File: config.mk
export PLATFORM = sky130hd
export DESIGN_NAME = bpsk_costas_loop
export DESIGN_NICKNAME = d
export VERILOG_FILES = /design/src/rtl/bpsk_costas_loop.sv
export SDC_FILE = /design/constraint.sdc
export NUM_CORES = 1
export LEC_CHECK = 0
export BUFFER_PORTS_ARGS = -buffer_cell sky130_fd_sc_hd__buf_4
export CORE_UTILIZATION = 45
export CTS_BUF_LIST = sky130_fd_sc_hd__clkbuf_16
export CTS_CLUSTER_DIAMETER = 100
export DETAILED_ROUTE_END_ITERATION = 8
export SLEW_MARGIN = 15
export SYNTH_ARGS = -nofsm -noshare
export SYNTH_HDL_FRONTEND = slang
export SYNTH_SLANG_ARGS = --single-unit
File: constraint.sdc
create_clock -name clk -period 18 [get_ports clk]
set_input_delay 2.7 -clock clk [delete_from_list [all_inputs] [get_ports clk]]
set_output_delay 2.7 -clock clk [all_outputs]
set_load 0.02 [all_outputs]
File: src/rtl/bpsk_costas_loop.sv
// bpsk_costas_loop
//   Costas carrier-tracking loop for the BPSK receive path. Received samples
//   are mixed with the NCO cos/sin, integrated and dumped over one symbol
//   (2^lnd accepted samples), turned into a Costas phase error, filtered by
//   a PI loop filter and fed back to the NCO as a new phase increment.
//   Also produces the soft/hard symbol decision and a lock indication.
//
//   Pipeline (enabled cycles after the last accepted sample of a symbol):
//     +1 product registered, +2 dump / sym_valid, +3 error + lock state,
//     +4 phi_inc_o / phi_inc_valid.
//
//   Lock FSM
//     state | meaning
//     ACQ   | acquiring; run counts consecutive good dumps
//     TRACK | locked; run counts consecutive bad dumps
//
// Ports
//   clk, reset         system clock, asynchronous active-high reset
//   clken              clock enable; every register holds while low
//   din, din_valid     signed received sample and its qualifier
//   fsin_i, fcos_i     signed NCO sine / cosine
//   nco_valid          NCO output qualifier
//   phi_inc_o          phase increment to the NCO
//   phi_inc_valid      phi_inc_o updated strobe
//   i_sym              soft symbol (I dump scaled by 2^-lnd)
//   sym_bit            hard decision, 1 when I dump is negative
//   sym_valid          symbol strobe
//   locked             loop lock flag
module bpsk_costas_loop #(
  parameter int             dw       = 10,
  parameter int             mpr      = 10,
  parameter int             apr      = 32,
  parameter int             lnd      = 4,
  parameter int             kp_sh    = 6,
  parameter int             ki_sh    = 12,
  parameter logic [apr-1:0] phi_nom  = 32'h0800_0000,
  parameter int             intlim   = 1 << 24,
  parameter int             lock_cnt = 4
) (
  input  logic                     clk,
  input  logic                     reset,
  input  logic                     clken,
  input  logic signed [dw-1:0]     din,
  input  logic                     din_valid,
  input  logic signed [mpr-1:0]    fsin_i,
  input  logic signed [mpr-1:0]    fcos_i,
  input  logic                     nco_valid,
  output logic [apr-1:0]           phi_inc_o,
  output logic                     phi_inc_valid,
  output logic signed [dw+mpr-1:0] i_sym,
  output logic                     sym_bit,
  output logic                     sym_valid,
  output logic                     locked
);

  localparam int pw = dw + mpr;
  localparam int aw = pw + lnd;
  localparam int rw = $clog2(lock_cnt + 1);
  localparam logic signed [apr:0] lim_pos = (apr+1)'(intlim);
  localparam logic signed [apr:0] lim_neg = -lim_pos;

  // ---------------- stage 1: mixer ----------------
  logic                 accept;
  logic [lnd-1:0]       cnt;
  logic signed [pw-1:0] mul_i, mul_q, prod_i, prod_q;
  logic                 prod_vld, prod_last;

  assign accept = din_valid & nco_valid;
  assign mul_i  = pw'(din) * pw'(fcos_i);
  assign mul_q  = pw'(din) * pw'(fsin_i);

  always_ff @(posedge clk or posedge reset) begin
    if (reset) begin
      cnt       <= '0;
      prod_i    <= '0;
      prod_q    <= '0;
      prod_vld  <= 1'b0;
      prod_last <= 1'b0;
    end else if (clken) begin
      prod_vld <= accept;
      if (accept) begin
        prod_i    <= mul_i;
        prod_q    <= -mul_q;
        prod_last <= (cnt == {lnd{1'b1}});
        cnt       <= cnt + lnd'(1);
      end
    end
  end

  // ---------------- stage 2: integrate and dump ----------------
  logic signed [aw-1:0] acc_i, acc_q, dump_i, dump_q, sum_i, sum_q;

  assign sum_i = acc_i + aw'(prod_i);
  assign sum_q = acc_q + aw'(prod_q);

  always_ff @(posedge clk or posedge reset) begin
    if (reset) begin
      acc_i     <= '0;
      acc_q     <= '0;
      dump_i    <= '0;
      dump_q    <= '0;
      sym_valid <= 1'b0;
    end else if (clken) begin
      sym_valid <= prod_vld & prod_last;
      if (prod_vld) begin
        if (prod_last) begin
          dump_i <= sum_i;
          dump_q <= sum_q;
          acc_i  <= '0;
          acc_q  <= '0;
        end else begin
          acc_i <= sum_i;
          acc_q <= sum_q;
        end
      end
    end
  end

  assign i_sym   = dump_i[aw-1:lnd];
  assign sym_bit = dump_i[aw-1];

  // ---------------- stage 3: Costas error and lock ----------------
  logic signed [pw-1:0]  q_sh, q_neg, err;
  logic signed [aw+2:0]  i_ext, q_ext, i_abs, q_abs;
  logic                  good;
  logic signed [apr-1:0] e_reg;
  logic                  e_vld;

  // The most-negative scaled Q has no positive twin; pin it to max.
  assign q_sh  = dump_q[aw-1:lnd];
  assign q_neg = (q_sh == {1'b1, {(pw-1){1'b0}}}) ? {1'b0, {(pw-1){1'b1}}} : -q_sh;
  assign err   = dump_i[aw-1] ? q_neg : q_sh;

  // Three guard bits so |x| and 2*|Q| never overflow the compare.
  assign i_ext = (aw+3)'(dump_i);
  assign q_ext = (aw+3)'(dump_q);
  assign i_abs = i_ext[aw+2] ? -i_ext : i_ext;
  assign q_abs = q_ext[aw+2] ? -q_ext : q_ext;
  assign good  = i_abs > (q_abs <<< 1);

  typedef enum logic {ACQ, TRACK} lock_state_t;
  lock_state_t   state, state_nx;
  logic [rw-1:0] run, run_nx;

  always_ff @(posedge clk or posedge reset) begin
    if (reset) begin
      e_reg <= '0;
      e_vld <= 1'b0;
      state <= ACQ;
      run   <= '0;
    end else if (clken) begin
      e_vld <= sym_valid;
      if (sym_valid) e_reg <= apr'(err);
      state <= state_nx;
      run   <= run_nx;
    end
  end

  always_comb begin
    state_nx = state;
    run_nx   = run;
    if (sym_valid) begin
      unique case (state)
        ACQ: begin
          if (good) begin
            if (run == rw'(lock_cnt - 1)) begin
              state_nx = TRACK;
              run_nx   = '0;
            end else begin
              run_nx = run + rw'(1);
            end
          end else begin
            run_nx = '0;
          end
        end
        TRACK: begin
          if (!good) begin
            if (run == rw'(lock_cnt - 1)) begin
              state_nx = ACQ;
              run_nx   = '0;
            end else begin
              run_nx = run + rw'(1);
            end
          end else begin
            run_nx = '0;
          end
        end
        default: begin
          state_nx = ACQ;
          run_nx   = '0;
        end
      endcase
    end
  end

  assign locked = (state == TRACK);

  // ---------------- stage 4: PI loop filter ----------------
  logic signed [apr-1:0] integ, integ_nx, e_ki, e_kp;
  logic signed [apr:0]   integ_sum;
  logic [apr-1:0]        phi_nx;

  assign e_ki      = e_reg >>> ki_sh;
  assign e_kp      = e_reg >>> kp_sh;
  assign integ_sum = (apr+1)'(integ) + (apr+1)'(e_ki);

  always_comb begin
    if (integ_sum > lim_pos)      integ_nx = lim_pos[apr-1:0];
    else if (integ_sum < lim_neg) integ_nx = lim_neg[apr-1:0];
    else                          integ_nx = integ_sum[apr-1:0];
  end

  assign phi_nx = phi_nom + integ_nx + e_kp;

  always_ff @(posedge clk or posedge reset) begin
    if (reset) begin
      integ         <= '0;
      phi_inc_o     <= phi_nom;
      phi_inc_valid <= 1'b0;
    end else if (clken) begin
      phi_inc_valid <= e_vld;
      if (e_vld) begin
        integ     <= integ_nx;
        phi_inc_o <= phi_nx;
      end
    end
  end

endmodule

==> impl_metrics.json <==
{
  "antenna_cells": 0,
  "skew_ns": 0.0139,
  "slew_headroom_pct": 38.2,
  "peakVddDrop_mv": 0.129,
  "hp-class": "register to register",
  "wl_per_cell_um": 16.1,
  "clkSinkCount": 227,
  "nFillCells": 5012,
  "drt-total-wl_um": 55400,
  "placed_cells": 3385,
  "remaining_drc_errors": 10,
  "max_stage_delay_ns": 0.57,
  "cts_buffer_depth": 3,
  "grt_start_max_net_pins": 97,
  "firstDrtPassIters": 7,
  "rrSetupSlack_ns": 10.07,
  "p_per_area_nw_per_um2": 150,
  "yosysWarnings": 0,
  "hold_depth": 1,
  "htreeDepth": 1,
  "cts_root_buffer": "clkbuf_16",
  "design_area_um2": 26100,
  "grt_pass1_vias": 18000,
  "clock_latency_ns": 0.55,
  "grt_usage_pct": 20.7,
  "overflow": 0,
  "hold_violations": 0,
  "start_util_pct": 45.7,
  "cp_max_fo": 48,
  "post-route-period-util_pct": 44.1,
  "clk_pin_slew_ns": 0.06,
  "slowest_stage": "a311oi_1",
  "synth-edff-count": 0,
  "cp.arrival_ns": 8.34,
  "top_level_ports": 91,
  "switchingPower_w": 0.00180,
  "tns_ns": 0,
  "ys_seq_elements": 227,
  "endpoint_kind": "register",
  "port_buffers": 90,
  "gp_congestion": 0.881,
  "routed_via_density": 5.36,
  "first_iter_violations": 961,
  "violations": "DRC",
  "critPathLaunchType": "register",
  "outcome": "finished, violations left",
  "cts_tree": "yes",
  "power_frac_seq_pct": 19.1,
  "die_w_um": 233,
  "antenna_found_initial": 0,
  "cts_hold_buffers": 0,
  "pwr-share-comb_pct": 65.9,
  "rsz0062_at_grt": "no",
  "switching_share_pct": 46.1,
  "dpl_cell_area_um2": 25100,
  "max_cap_violations": 0,
  "ys_types": 82,
  "numCtsBuffers": 26,
  "ctsResizeCount": 0,
  "path_class": "register to register",
  "stdcell_count": 3433,
  "rows": 84,
  "antenna_left": 0,
  "post_cts_buffers": 0,
  "syn_area_um2": 24100,
  "total_leakage_power_nw": 13.1,
  "finalSetupViolCount": 0,
  "synth-seq-area-share_pct": 23.6,
  "grt_pass1_wl_um": 92100,
  "worst_pin_slew_ns": 0.925,
  "required_ns": 18.41,
  "drive_above_1_share_pct": 7.29,
  "final_nets": 3220,
  "syn_inst": 2721,
  "syn2layout_area_growth_pct": 8.27,
  "drv_slew": 0,
  "die_area_um2": 54500,
  "hpwlAfterDp_um": 42900,
  "reg2reg_depth": 27,
  "internal-power_w": 0.00211,
  "max_freq_ghz": 0.126,
  "async_reset_ff_share_pct": 100,
  "crit_path_frequent_cell": "a21oi_1",
  "fin_crit_ns": 7.93,
  "synth_flop_cell": "dfrtp_1",
  "vias": 18400,
  "reg.largest.list": "integ (32), phi_inc_o (32)",
  "p_clk_share_pct": 15.1,
  "die_y_um": 233,
  "coreArea_um2": 52800,
  "postSynthAreaPerCell_um2": 8.86
}
-- logic make-up after synthesis --
kind of cell             after synthesis  share of synthesized area, %
AO/OA/AOI/OAI                        599                          16.2
buffers and inverters                380                          6.48
adder cells (fa/ha/maj)              460                          29.7
XOR/XNOR                             192                          6.98
AND/OR/NAND/NOR                      850                          16.5
multiplexers                          11                         0.493
other                                  2                        0.0312
flip-flops                           227                          23.6
-- cell usage in the layout, fill, tap and decap left out, types with 41 or more instances in the layout --
cell,synthesis,final
a21o_1,56,56
xnor2_1,115,115
nand2_1,415,414
buf_4,22,99
a21oi_1,98,98
inv_1,253,255
ha_1,272,272
xor2_1,77,77
and2_1,86,86
o21ai_0,231,231
nor2b_1,41,41
fa_1,188,188
nor2_1,106,106
dfrtp_1,226,226
-- final cells by class --
| type | count | area [um2] | share of cell area (%) |
|---|---|---|---|
| repair buffers | 99 | 743 | 2.85 |
| flip-flops and latches | 227 | 5680 | 21.8 |
| clock buffers | 26 | 651 | 2.49 |
| clock inverters | 22 | 300 | 1.15 |
| inverters | 254 | 961 | 3.68 |
| well taps | 688 | 861 | 3.30 |
| multi-input cells | 2117 | 16900 | 64.7 |
-- stage by stage --
step                      total power [W]  worst slack, ns  utilization (%)  hold WS, ns
final                             0.00391            10.07             49.5        0.479
after detailed placement          0.00332             9.90             47.6        0.469
after CTS                         0.00393            10.13             49.5        0.485
after floorplan                   0.00274             9.08                -        0.445
after global placement            0.00325             9.95             47.6        0.461
after global routing              0.00433             9.41             49.5        0.496
-- per-layer routing --
metal  routed length [um]  part of all wire [%]  GRT usage, %
met3                 1840                   3.3          1.62
met4                  633                   1.1          3.79
met2                24700                    45          33.0
met5                    0                     0             0
met1                28200                    51          30.8
-- power groups by stage --
| stage | Sequential (W) | Combinational [W] | Clock [W] |
|---|---|---|---|
| finish | 0.000745 | 0.00257 | 0.000589 |
| global route | 0.000761 | 0.00294 | 0.000625 |
| CTS | 0.000745 | 0.00258 | 0.000605 |
| detailed placement | 0.000752 | 0.00256 | 0 |
| global placement | 0.000750 | 0.00250 | 0 |
| floorplan | 0.000708 | 0.00203 | 0 |
-- synthesized netlist by cell type, types with 13 or more instances --
library cell	count	share of area, %
fa_1	188	16
clkbuf_1	88	1.4
or3_1	23	0.60
and3_1	19	0.49
o21bai_1	20	0.62
ha_1	272	14
inv_1	253	3.9
o31ai_1	34	1.1
o21a_1	13	0.40
nand4_1	15	0.39
nor3_1	29	0.60
nand2b_1	36	0.93
dfrtp_1	226	23
and2_1	86	2.2
buf_4	22	0.69
a21o_1	56	1.7
nor2_1	106	1.7
nand2_1	415	6.5
nand3_1	38	0.79
a21oi_1	98	2.0
nor2b_1	41	1.1
xor2_1	77	2.8
a211oi_1	16	0.50
xnor2_1	115	4.2
o21ai_0	231	4.8
-- worst max-delay path: cells and delay by family, from the launching register on --
kind                     cells  cell delay (ns)
XOR/XNOR                     1             0.21
adder cells (fa/ha/maj)      3             1.05
AO/OA/AOI/OAI               16             4.49
AND/OR/NAND/NOR              5             0.67
flip-flops                   1             0.32
buffers and inverters        2             1.00
-- final timing paths --
path                            from             to
setup / recovery           e_reg[19]  phi_inc_o[30]
hold / removal                cnt[3]         cnt[3]
setup reg to reg           e_reg[19]  phi_inc_o[30]
hold reg to reg               cnt[3]         cnt[3]
max in group asynchronous      reset      e_reg[15]
min in group asynchronous      reset     dump_i[17]
No activity file was read; power rests on OpenSTA's default activity.
